`src/rtl/hazard_sequencer.sv`:
```
// Pipeline hazard/stall sequencer: arbitrates load-use interlocks, taken
// branch/jump flushes and external freezes for the 5-stage core, and keeps
// saturating stall/flush statistics.
module hazard_sequencer #(
    parameter int unsigned FLUSH_CYCLES = 1,
    parameter int unsigned CNT_W        = 16
) (
    input  logic             clk,
    input  logic             rst,
    input  logic [4:0]       id_rs,
    input  logic [4:0]       id_rt,
    input  logic             id_uses_rt,
    input  logic             ex_mem_read,
    input  logic [4:0]       ex_rt,
    input  logic             branch_taken,
    input  logic             freeze_req,
    input  logic             stat_clr,
    output logic             pc_write,
    output logic             ifid_write,
    output logic             ifid_flush,
    output logic             idex_ctrl_en,
    output logic             busy,
    output logic [CNT_W-1:0] stall_cnt,
    output logic [CNT_W-1:0] flush_cnt
);

    localparam int unsigned REM_W = 3;

    localparam logic [1:0] ST_RUN    = 2'd0;
    localparam logic [1:0] ST_FREEZE = 2'd1;
    localparam logic [1:0] ST_FLUSH  = 2'd2;

    logic [1:0]       state_q, state_d;
    logic [REM_W-1:0] rem_q, rem_d;
    logic [CNT_W-1:0] stall_q, flush_q;
    logic             lu_hazard_c;

    // Load in EX writes a register the ID instruction is about to read.
    assign lu_hazard_c = ex_mem_read && (ex_rt != 5'd0) &&
                         ((ex_rt == id_rs) || (id_uses_rt && (ex_rt == id_rt)));

    // State and remaining-flush registers.
    always_ff @(posedge clk or posedge rst) begin
        if (rst) begin
            state_q <= ST_RUN;
            rem_q   <= '0;
        end else begin
            state_q <= state_d;
            rem_q   <= rem_d;
        end
    end

    // Next state and Mealy pipeline-control outputs.
    always_comb begin
        state_d      = state_q;
        rem_d        = rem_q;
        pc_write     = 1'b1;
        ifid_write   = 1'b1;
        ifid_flush   = 1'b0;
        idex_ctrl_en = 1'b1;
        busy         = 1'b0;

        case (state_q)
            ST_RUN: begin
                if (freeze_req) begin
                    pc_write     = 1'b0;
                    ifid_write   = 1'b0;
                    idex_ctrl_en = 1'b0;
                    state_d      = ST_FREEZE;
                end else if (lu_hazard_c) begin
                    // Single bubble; branch outcome is unreliable this cycle.
                    pc_write     = 1'b0;
                    ifid_write   = 1'b0;
                    idex_ctrl_en = 1'b0;
                end else if (branch_taken) begin
                    ifid_flush = 1'b1;
                    if (FLUSH_CYCLES > 1) begin
                        rem_d   = REM_W'(FLUSH_CYCLES - 1);
                        state_d = ST_FLUSH;
                    end
                end
            end
            ST_FREEZE: begin
                pc_write     = 1'b0;
                ifid_write   = 1'b0;
                idex_ctrl_en = 1'b0;
                busy         = 1'b1;
                if (!freeze_req) begin
                    state_d = ST_RUN;
                end
            end
            ST_FLUSH: begin
                busy = 1'b1;
                if (freeze_req) begin
                    // Freeze wins; any remaining squash cycles are dropped.
                    pc_write     = 1'b0;
                    ifid_write   = 1'b0;
                    idex_ctrl_en = 1'b0;
                    state_d      = ST_FREEZE;
                end else begin
                    ifid_flush = 1'b1;
                    rem_d      = rem_q - REM_W'(1);
                    if (rem_q == REM_W'(1)) begin
                        state_d = ST_RUN;
                    end
                end
            end
            default: begin
                state_d = ST_RUN;
            end
        endcase

        if (rst) begin
            pc_write     = 1'b0;
            ifid_write   = 1'b0;
            ifid_flush   = 1'b1;
            idex_ctrl_en = 1'b0;
            busy         = 1'b0;
        end
    end

    // Saturating statistics counters; clear beats increment.
    always_ff @(posedge clk or posedge rst) begin
        if (rst) begin
            stall_q <= '0;
            flush_q <= '0;
        end else if (stat_clr) begin
            stall_q <= '0;
            flush_q <= '0;
        end else begin
            if (!pc_write && (stall_q != {CNT_W{1'b1}})) begin
                stall_q <= stall_q + CNT_W'(1);
            end
            if (ifid_flush && (flush_q != {CNT_W{1'b1}})) begin
                flush_q <= flush_q + CNT_W'(1);
            end
        end
    end

    assign stall_cnt = stall_q;
    assign flush_cnt = flush_q;

endmodule
```
`config.mk`:
```
export PLATFORM = sky130hd
export DESIGN_NAME = hazard_sequencer
export DESIGN_NICKNAME = d
export VERILOG_FILES = /design/src/rtl/hazard_sequencer.sv
export SDC_FILE = /design/constraint.sdc
export NUM_CORES = 1
export LEC_CHECK = 0
export ABC_CLOCK_PERIOD_IN_PS = 2100
export CAP_MARGIN = 20
export CORE_ASPECT_RATIO = 0.9
export CORE_MARGIN = 3
export CORE_UTILIZATION = 48
export CTS_CLUSTER_DIAMETER = 30
export DETAILED_ROUTE_END_ITERATION = 12
export HOLD_SLACK_MARGIN = 0.05
export PLACE_DENSITY_LB_ADDON = 0.08
export SETUP_SLACK_MARGIN = 0.3
export SYNTH_ARGS = -nofsm -noshare
export SYNTH_HDL_FRONTEND = slang
export SYNTH_SLANG_ARGS = --single-unit
```
`constraint.sdc`:
```
create_clock -name clk -period 2.1 [get_ports clk]
set_clock_uncertainty 0.05 [all_clocks]
set_input_delay 0.21 -clock clk [delete_from_list [all_inputs] [get_ports clk]]
set_output_delay 0.21 -clock clk [all_outputs]
set_load 0.01 [all_outputs]
```
==> results.md <==
- Post-DP HPWL: 3.68 mm
- Worst setup SP type: flip-flop
- Status: finished, final reports clean
- Comb pwr share: just under 20%
- Max IR drop VDD: 0.407 mV
- Worst slew margin: 70.7%
- Placed Instances: 324
- Initial antenna violation count: 0
- RSZ-0062 raised after global routing: true
- Sequential fraction of the synthesis area: 40.0%
- WL final: 7.06 mm
- Vias in the first global route: 2022
- Ys Warns: 0
- Fin cells: approximately 370
- # DRC: 0
- Finished Cell Area: 3530 um2
- Clock Power Share: 35.5%
- Top delay family on crit path: simple AND/OR/NAND/NOR gates
- Final Setup Violations: 0
- Vias/cell: 5.70
- Post-DRT Antenna Nets: 0
- # H-tree levels: 2
- # rows: 21
- Remaining Overflow, GRT: 0
- CTS tree: done
- Die width: 75.1 um
- Post-Syn Instances: 210
- Die area: 5120 um2
- Syn_area_per_cell: 9.82 um2
- Crit path arrival time: 2220 ps
- Sw Ratio: 28.1%
- WL/cell: 19.3 um
- CTS clock-pin slew for the worst setup and hold paths: 80 ps
- MaxCap Viol Count: 0
- Root buffer cell: clkbuf_8
- Final hold vios: 0
- CP Cell Sequence: ha_2 -> and3_4 -> nand4bb_1 -> nand2_1 -> o21bai_4 -> buf_12 -> buf_4 -> buf_6 -> a21boi_2 -> xnor2_1 -> nor2_1
- Syn nets: 234
- Setup TNS: 0 ps
- Via count of the routed design: 2080
- Die H: around 68 um
- Slew @ Worst Pin: approximately 440 ps
- Area growth syn-to-layout: 71.0%
- Starting Density: between 50% and 60%
- Worst Hold Class: input port to flip-flop
- Synth async-reset ratio: 100%
- PD cells: 418 nW/um2
- Commonest non-fill, non-tap cell in the layout: buf_4
- # port buffers: between 50 and 60
- Final core occ: roughly 90%
- Maximum clock frequency: 478 MHz
- CP bufs+invs: 3
- Pleak: between 1 and 1.5 nW
- Seq cells post-synth: 33
- Fin crit share: 99.7%
- Number of synthesized flops with an enable pin: 0
- CTS max path bufs: 2
- I/O pin cnt: 59
- Final slew viol count: 0
- NetSw: 0.415 mW
- Initial DRC count: 126
- Most frequent cells in the layout: buf_4, clkdlybuf4s50_1, nor2_1
- Total track usage: 26.1%
- Worst-path fanout max: 7
- CP max stage delay: 410 ps
- Ratio of cells with drive above 1 in the final layout: between 40 and 50%
- Filler cell count: 173
- CTS Buf Count: 5
- Final antenna diode count: 0
- CP required: about 2200 ps
- Tmin final: about 2100 ps
- Pint: 1.06 mW
- Area after DPL: 2890 um2
- Kind of critical path: flip-flop to flip-flop
- Clock Latency Late Sink: 300 ps
- Most used DFF post-synth: dfrtp_1
- Sequential power share: 44.8%
- Final net count: 342
- Worst setup EP type: flip-flop
- Final hold slack: between 300 and 400 ps
- Largest net degree at the start of global routing: 34
- Global-route wire length before repair: about 9.9 mm
- Clock Sinks: 33
- Unique masters post-synth: 40
- Core ar.: 3920 um2
- Critical path's slowest cell: dfrtp_1
- Synth Cell Area: 2060 um2
- Placer's final routability congestion estimate: between 0.7 and 0.8
- Initial DRT Pass Iterations: 4
==> final timing paths <==
kind	from	depth (start not counted)	slack (ps)	to
worst min register to register	stall_cnt[11]	2	530	stall_cnt[11]
max in group asynchronous	rst	3	1160	flush_cnt[6]
worst min-delay path	freeze_req	1	380	state_q[0]
min in group asynchronous	rst	3	490	stall_cnt[8]
worst max register to register	flush_cnt[0]	11	7	flush_cnt[2]
worst max-delay path	flush_cnt[0]	11	7	flush_cnt[2]
==> final cells by class <==
| class | instances | area [um2] | share of cell area [%] |
|---|---|---|---|
| flip-flops and latches | 33 | 831 | 23.6 |
| well taps | 46 | 57.6 | 1.63 |
| clock buffers | 8 | 90.1 | 2.56 |
| repair buffers | 115 | 1100 | 31.2 |
| inverters | 1 | 3.75 | 0.106 |
| multi-input cells | 162 | 1440 | 41.0 |
==> stage by stage <==
| stage | worst slack [ps] | total power [mW] |
|---|---|---|
| floorplan | 147 | 0.777 |
| global placement | -312 | 0.890 |
| detailed placement | -374 | 0.896 |
| CTS | 95.5 | 1.42 |
| global route | -77.5 | 1.51 |
| finish | 6.93 | 1.47 |
==> power by group through the flow <==
stage	Clock [mW]	Sequential, mW	Combinational [mW]
final	0.523	0.661	0.290
after global routing	0.542	0.661	0.309
after CTS	0.515	0.657	0.244
after detailed placement	0	0.668	0.227
after global placement	0	0.668	0.223
after floorplan	0	0.676	0.102
==> flip-flops by register name, indices dropped and copies added (netlist names) <==
register,cells
flush_cnt,16
stall_cnt,16
state_q,1
==> layer usage <==
metal  global-route usage (%)  wire length [um]  vias to the layer above
li1                         -                 -                      938
met1                     34.3              2980                     1019
met2                     42.5              3400                      103
met3                     5.14               522                       20
met4                     10.0               154                        0
met5                        0                 0                        -
==> cell usage after synthesis, drive strengths merged, types with 2 or more instances <==
cell type / count / area, um2
a2111oi: 2 / 55.1
a21oi: 12 / 60.1
and2: 2 / 12.5
and3: 8 / 60.1
and4: 3 / 28.8
and4bb: 2 / 25.0
buf: 8 / 62.6
clkbuf: 6 / 22.5
dfrtp: 33 / 826
ha: 2 / 25.0
nand2: 14 / 52.6
nand3: 11 / 55.1
nand4: 6 / 37.5
nor2: 32 / 120
nor3: 9 / 80.1
nor3b: 3 / 27.5
nor4: 4 / 31.3
o21ai: 3 / 26.3
xnor2: 30 / 263
xor2: 9 / 78.8
==> repair_timing <==
action,CTS,global route
pin swaps,50,42
hold buffers,0,0
buffers inserted,22,10
setup endpoints to repair,36,36
cloned,1,0
resized for setup,84,42
==> kinds of logic after synthesis <==
group | after synthesis | share of synthesized area, %
fa+ha+maj | 2 | 1.21
xor+xnor | 39 | 16.6
flops | 33 | 40.0
buf+inv | 15 | 4.31
simple gates | 98 | 27.4
compound gates | 23 | 10.4
Note: power is estimated with default switching activity, not from simulation.
